`config.mk`:
```
export PLATFORM = sky130hd
export DESIGN_NAME = mem_port_arbiter
export DESIGN_NICKNAME = d
export VERILOG_FILES = /design/src/rtl/rv32i_types.sv /design/src/rtl/mem_req_slot.sv /design/src/rtl/mem_port_arbiter.sv
export SDC_FILE = /design/constraint.sdc
export NUM_CORES = 1
export LEC_CHECK = 0
export ABC_CLOCK_PERIOD_IN_PS = 4600
export BUFFER_PORTS_ARGS = -buffer_cell sky130_fd_sc_hd__buf_2
export CORE_AREA = 4 4 144 146
export DETAILED_ROUTE_END_ITERATION = 10
export DIE_AREA = 0 0 148 150
export MAX_ROUTING_LAYER = met4
export PLACE_DENSITY = 0.76
export SLEW_MARGIN = 30
export SYNTH_ARGS = -nofsm -noshare
export SYNTH_HDL_FRONTEND = slang
export SYNTH_HIERARCHICAL = 1
export SYNTH_SLANG_ARGS = --single-unit
```
`constraint.sdc`:
```
create_clock -name clk -period 4.6 [get_ports clk]
set_input_delay 0.23 -clock clk [delete_from_list [all_inputs] [get_ports clk]]
set_output_delay 0.23 -clock clk [all_outputs]
set_load 0.005 [all_outputs]
```
`src/rtl/rv32i_types.sv`:
```
// rtl/rv32i_types.sv - shared pipeline types used by the unified memory port arbiter
package rv32i_types;

  typedef enum logic [1:0] {
    ARB_IDLE,
    ARB_BUSY_I,
    ARB_BUSY_D
  } arb_state_t;

  typedef struct packed {
    logic [31:0] addr;
    logic [3:0]  rmask;
    logic [3:0]  wmask;
    logic [31:0] wdata;
  } mem_req_t;

endpackage

```
`src/rtl/mem_req_slot.sv`:
```
// rtl/mem_req_slot.sv - single-entry pending request holder for one arbiter side
module mem_req_slot
  import rv32i_types::*;
(
  input  logic     clk,
  input  logic     rst,
  input  logic     capture,
  input  mem_req_t req_d,
  input  logic     clear,
  input  logic     flush,
  output logic     valid,
  output mem_req_t req_q
);

  // flush beats capture so a request arriving with a redirect is dropped
  always_ff @(posedge clk) begin
    if (rst || flush) begin
      valid <= 1'b0;
    end else if (capture) begin
      valid <= 1'b1;
      req_q <= req_d;
    end else if (clear) begin
      valid <= 1'b0;
    end
  end

endmodule

```
`src/rtl/mem_port_arbiter.sv`:
```
// rtl/mem_port_arbiter.sv - imem/dmem arbiter for one unified memory port
// Optional perf counters (conflict_cnt, stall_cnt) under MEM_ARB_PERF_CNT_EN.
module mem_port_arbiter
  import rv32i_types::*;
#(
  parameter bit DMEM_FIRST = 1'b1
) (
  input  logic        clk,
  input  logic        rst,
  input  logic [31:0] imem_addr,
  input  logic [3:0]  imem_rmask,
  input  logic        imem_flush,
  output logic [31:0] imem_rdata,
  output logic        imem_resp,
  input  logic [31:0] dmem_addr,
  input  logic [3:0]  dmem_rmask,
  input  logic [3:0]  dmem_wmask,
  input  logic [31:0] dmem_wdata,
  output logic [31:0] dmem_rdata,
  output logic        dmem_resp,
  output logic [31:0] mem_addr,
  output logic [3:0]  mem_rmask,
  output logic [3:0]  mem_wmask,
  output logic [31:0] mem_wdata,
  input  logic [31:0] mem_rdata,
  input  logic        mem_resp
`ifdef MEM_ARB_PERF_CNT_EN
  ,
  output logic [31:0] conflict_cnt,
  output logic [31:0] stall_cnt
`endif
);

  arb_state_t state, state_next;
  logic       discard;
  logic       i_valid, d_valid;
  mem_req_t   i_slot, d_slot;
  mem_req_t   i_in_req, d_in_req, i_req, d_req;
  logic       i_in, d_in, i_cand, d_cand;
  logic       can_grant, grant_i, grant_d;

  always_comb begin
    i_in_req  = '{addr: imem_addr, rmask: imem_rmask, wmask: 4'h0, wdata: 32'h0};
    d_in_req  = '{addr: dmem_addr, rmask: dmem_rmask, wmask: dmem_wmask, wdata: dmem_wdata};
    i_in      = (imem_rmask != 4'h0) && !imem_flush;
    d_in      = (dmem_rmask != 4'h0) || (dmem_wmask != 4'h0);
    i_cand    = (i_valid && !imem_flush) || i_in;
    d_cand    = d_valid || d_in;
    i_req     = i_valid ? i_slot : i_in_req;
    d_req     = d_valid ? d_slot : d_in_req;
    can_grant = (state == ARB_IDLE) || mem_resp;
    grant_d   = can_grant && d_cand && (!i_cand || DMEM_FIRST);
    grant_i   = can_grant && i_cand && (!d_cand || !DMEM_FIRST);
  end

  mem_req_slot u_imem_slot (
    .clk    (clk),
    .rst    (rst),
    .capture(i_in && !grant_i),
    .req_d  (i_in_req),
    .clear  (grant_i),
    .flush  (imem_flush),
    .valid  (i_valid),
    .req_q  (i_slot)
  );

  mem_req_slot u_dmem_slot (
    .clk    (clk),
    .rst    (rst),
    .capture(d_in && !grant_d),
    .req_d  (d_in_req),
    .clear  (grant_d),
    .flush  (1'b0),
    .valid  (d_valid),
    .req_q  (d_slot)
  );

  always_comb begin
    state_next = state;
    imem_resp  = 1'b0;
    dmem_resp  = 1'b0;
    imem_rdata = mem_rdata;
    dmem_rdata = mem_rdata;
    case (state)
      ARB_BUSY_I: begin
        imem_resp = mem_resp && !discard;
        if (mem_resp) state_next = ARB_IDLE;
      end
      ARB_BUSY_D: begin
        dmem_resp = mem_resp;
        if (mem_resp) state_next = ARB_IDLE;
      end
      default: state_next = ARB_IDLE;
    endcase
    if (grant_d) state_next = ARB_BUSY_D;
    else if (grant_i) state_next = ARB_BUSY_I;
  end

  always_ff @(posedge clk) begin
    if (rst) begin
      state <= ARB_IDLE;
    end else begin
      state <= state_next;
    end
  end

  // the flushed fetch's response still closes the transaction, only its strobe is hidden
  always_ff @(posedge clk) begin
    if (rst) begin
      discard <= 1'b0;
    end else if (state == ARB_BUSY_I && mem_resp) begin
      discard <= 1'b0;
    end else if (state == ARB_BUSY_I && imem_flush) begin
      discard <= 1'b1;
    end
  end

  always_ff @(posedge clk) begin
    if (rst) begin
      mem_addr  <= 32'h0;
      mem_rmask <= 4'h0;
      mem_wmask <= 4'h0;
      mem_wdata <= 32'h0;
    end else begin
      mem_rmask <= 4'h0;
      mem_wmask <= 4'h0;
      if (grant_d) begin
        mem_addr  <= d_req.addr;
        mem_rmask <= d_req.rmask;
        mem_wmask <= d_req.wmask;
        mem_wdata <= d_req.wdata;
      end else if (grant_i) begin
        mem_addr  <= i_req.addr;
        mem_rmask <= i_req.rmask;
        mem_wmask <= i_req.wmask;
        mem_wdata <= i_req.wdata;
      end
    end
  end

`ifdef MEM_ARB_PERF_CNT_EN
  always_ff @(posedge clk) begin
    if (rst) begin
      conflict_cnt <= 32'h0;
      stall_cnt    <= 32'h0;
    end else begin
      if ((grant_i || grant_d) && i_cand && d_cand && conflict_cnt != 32'hFFFF_FFFF)
        conflict_cnt <= conflict_cnt + 32'd1;
      if ((i_valid || d_valid) && state != ARB_IDLE && stall_cnt != 32'hFFFF_FFFF)
        stall_cnt <= stall_cnt + 32'd1;
    end
  end
`endif

endmodule

```
==> impl_metrics.toml <==
[run_status]
outcome = "completed"

[power]
powerDensity_nw_per_um2 = 357.8
p_leak_nw = 5.075
ir_drop_v = 0.0002789

[synthesis]
yosysTopAreaCell = "edfxtp_1"
ys.flop_type = "edfxtp_1"
synth.ff_latch_count = 221
synth_compound_area_share_pct = 17.84
synthTopCellsByCount = "edfxtp_1 (144), dfxtp_1 (77), buf_4 (65), o21ai_0 (63), clkbuf_1 (57)"
synth_area_leaders = "edfxtp_1 (43%), dfxtp_1 (15%), buf_4 (4.8%)"
synth_cells = 855
synth.cell_area_um2 = 10100
synthArstFlopShare_pct = 0
synth_adder_area_share_pct = 0.3717
ys_seq_area_share_pct = 58.08
yosys.area_share.xor_xnor_pct = 0
synth_area_per_cell_um2 = 11.81
synth.most_common_cell = "edfxtp_1"
synth_edf_count = 144
synth_top_area_share_pct = 42.82
yosysWarnings = 6
synth-simple-area-share_pct = 12.45
synthMuxAreaShare_pct = 2.007
yosysUniqueCellTypes = 49
synth_top_family_by_area = "compound AO/OA/AOI/OAI gates"

[clocking]
cts_tree = "done"
cts_buffers = 24
clock_latency_ns = 0.50
h-tree-depth = 1
clock_path_buffers = 3
clkTransAtPathRegs_ns = 0.06
clkSinkCount = 221
post_cts.repair.setup_buffers = 0
root_buffer = "clkbuf_16"

[placement]
hpwl_mm = 15.18
routabilityCongestion = 0.8137
dpl.cell_count = 1219
port_buffers = 185

[grt]
overflow = 0
grt_first_pass_wirelength_mm = 41.21
track_usage_pct = 23.55
grt_pass1_vias = 7613
antenna_found_initial = 0
grt_start_max_net_pins = 90

[route]
drt_wl_total_mm = 25.90
drtPass1Iterations = 4
ant_nets = 0
drc_errors = 0
vias = 7495
wl_per_cell_um = 18.87
viasPerCell = 5.463
drtIter0Drc = 550

[timing]
rsz0062_at_grt = "no"
slew_viol_final = 0
setup_viol = 0
max_freq_ghz = 0.3163
fin_skew_ns = 0.01050
finalCritPeriodShare_pct = 68.73
hold_ws_ns = 0.06529
tightestPinTransition_ns = 0.9746
finalWorstPathRequiredPeriod_ns = 3.161
finalHoldViolCount = 0
fin_tns_setup_ns = 0
relSlewSlack_pct = 35.02

[worst_setup_path]
crit_path_start_kind = "input pin"
worstPathMaxFanout = 38
crit_path_end_kind = "register"
reg2reg_slack_ns = 1.61
crit_type = "in -> reg"
critPathRequiredTime_ns = 4.84
cp.arrival_ns = 3.40

[die]
fp.dieH_um = 150
rows = 51
initial_core_util_pct = 52.06
ios = 282
die-area_um2 = 22200
core_area_um2 = 19400
die_width_um = 148

[finish]
stdcell_count = 1372
drive_gt1_share_pct = 22.85
nets = 1237
fin_util_pct = 65.62
syn_to_final_growth_pct = 26.06
n_antenna_cell = 0

[min_path]
min_path_type = "in -> reg"

[flow_run]
cap_violations = 0
-- power by group --
group	leakage, nW	internal [W]	switching, W	total (W)
clock	0.370	0.00109	0.000744	0.00183
sequential	1.95	0.00221	0.0000439	0.00225
combinational	2.75	0.000230	0.000236	0.000466
total	5.08	0.00353	0.00102	0.00455
-- layout make-up --
type | count | area, um^2
clock buffer | 39 | 738.2
clock inverter | 4 | 21.27
fill | 1481 | 6669
inverter | 37 | 142.6
multi-input combinational | 497 | 3463
sequential | 221 | 5871
tap | 265 | 331.6
timing repair buffer | 309 | 2162
-- state kept, by name, summed over array words and instances (netlist names) --
name,count
u_dmem_slot/req_q,72
u_imem_slot/req_q,72
mem_addr,32
mem_wdata,32
mem_rmask,4
mem_wmask,4
state,2
discard,1
u_dmem_slot/valid,1
u_imem_slot/valid,1
-- per-stage QoR --
step / instance area (um^2) / total power (W) / setup WS, ns
after detailed placement: 10860 / 0.002679 / 1.524
after global routing: 12730 / 0.004736 / 1.318
after floorplan: 10230 / 0.002540 / 1.023
after CTS: 12710 / 0.004580 / 1.465
final: 12730 / 0.004554 / 1.439
after global placement: 10820 / 0.002669 / 1.565
-- timing repair --
action / CTS / global route
hold buffers: 109 / 0
resized for setup: 0 / 0
hold endpoints to repair: 109 / 0
-- worst paths after layout --
check,start,end,depth (start not counted)
max,dmem_rmask[1],u_imem_slot/req_q[2]$_DFFE_PP_,8
min reg2reg,mem_addr[19]$_SDFFE_PP0P_,mem_addr[19]$_SDFFE_PP0P_,1
max reg2reg,u_dmem_slot/valid$_SDFFE_PP0P_,mem_addr[8]$_SDFFE_PP0P_,4
min,imem_flush,u_imem_slot/valid$_SDFFE_PP0P_,3
-- critical path, stage by stage --
cell	delay [ns]
dlygate4sd3_1	0.57
buf_2	0.16
or4_2	1.05
nor4_4	0.32
buf_4	0.33
nor3_1	0.11
and2_4	0.32
buf_12	0.26
-- cells by family after synthesis --
logic type / after synthesis
adders and majority gates: 3
buffers and inverters: 173
AOI/OAI and AO/OA: 237
other: 1
and+or+nand+nor: 200
muxes: 20
DFF: 221
-- layout by cell type, fill, tap and decap left out, types with 2 or more instances in the layout --
| master | Yosys | layout |
|---|---|---|
| a211oi_1 | 26 | 26 |
| nor2b_4 | 2 | 2 |
| dfxtp_1 | 77 | 75 |
| o22a_1 | 3 | 3 |
| clkbuf_16 | 0 | 25 |
| o211ai_1 | 31 | 31 |
| buf_2 | 9 | 185 |
| clkbuf_8 | 0 | 6 |
| mux2_2 | 2 | 2 |
| nand3_1 | 2 | 2 |
| ha_1 | 3 | 3 |
| conb_1 | 1 | 37 |
| o2111a_1 | 23 | 23 |
| nand2_1 | 27 | 27 |
| nor2b_1 | 2 | 2 |
| nor2_1 | 23 | 22 |
| o21a_1 | 3 | 3 |
| and3_1 | 24 | 24 |
| a31oi_1 | 2 | 2 |
| nand4b_1 | 31 | 31 |
| nor4_4 | 1 | 2 |
| edfxtp_1 | 144 | 144 |
| a21oi_1 | 16 | 16 |
| clkbuf_1 | 57 | 8 |
| nand2b_1 | 43 | 43 |
| and2_1 | 35 | 33 |
| o2bb2ai_1 | 23 | 23 |
| inv_1 | 35 | 35 |
| clkinv_2 | 0 | 3 |
| nor4_1 | 2 | 2 |
| and2_4 | 0 | 2 |
| o21ai_0 | 63 | 63 |
| buf_12 | 0 | 2 |
| o211a_1 | 31 | 31 |
| mux2i_1 | 18 | 18 |
| buf_4 | 65 | 12 |
| a221oi_1 | 10 | 10 |
| dlygate4sd3_1 | 0 | 109 |
-- layer usage --
metal | vias up | GRT usage (%) | part of all wire, %
met3 | 52 | 3.483 | 7.6
met4 | 0 | 5.958 | 1.7
li1 | 3565 | - | -
met2 | 324 | 37.79 | 47
met5 | - | - | 0
met1 | 3554 | 31.84 | 44
Power figures use the tool's default switching activity.
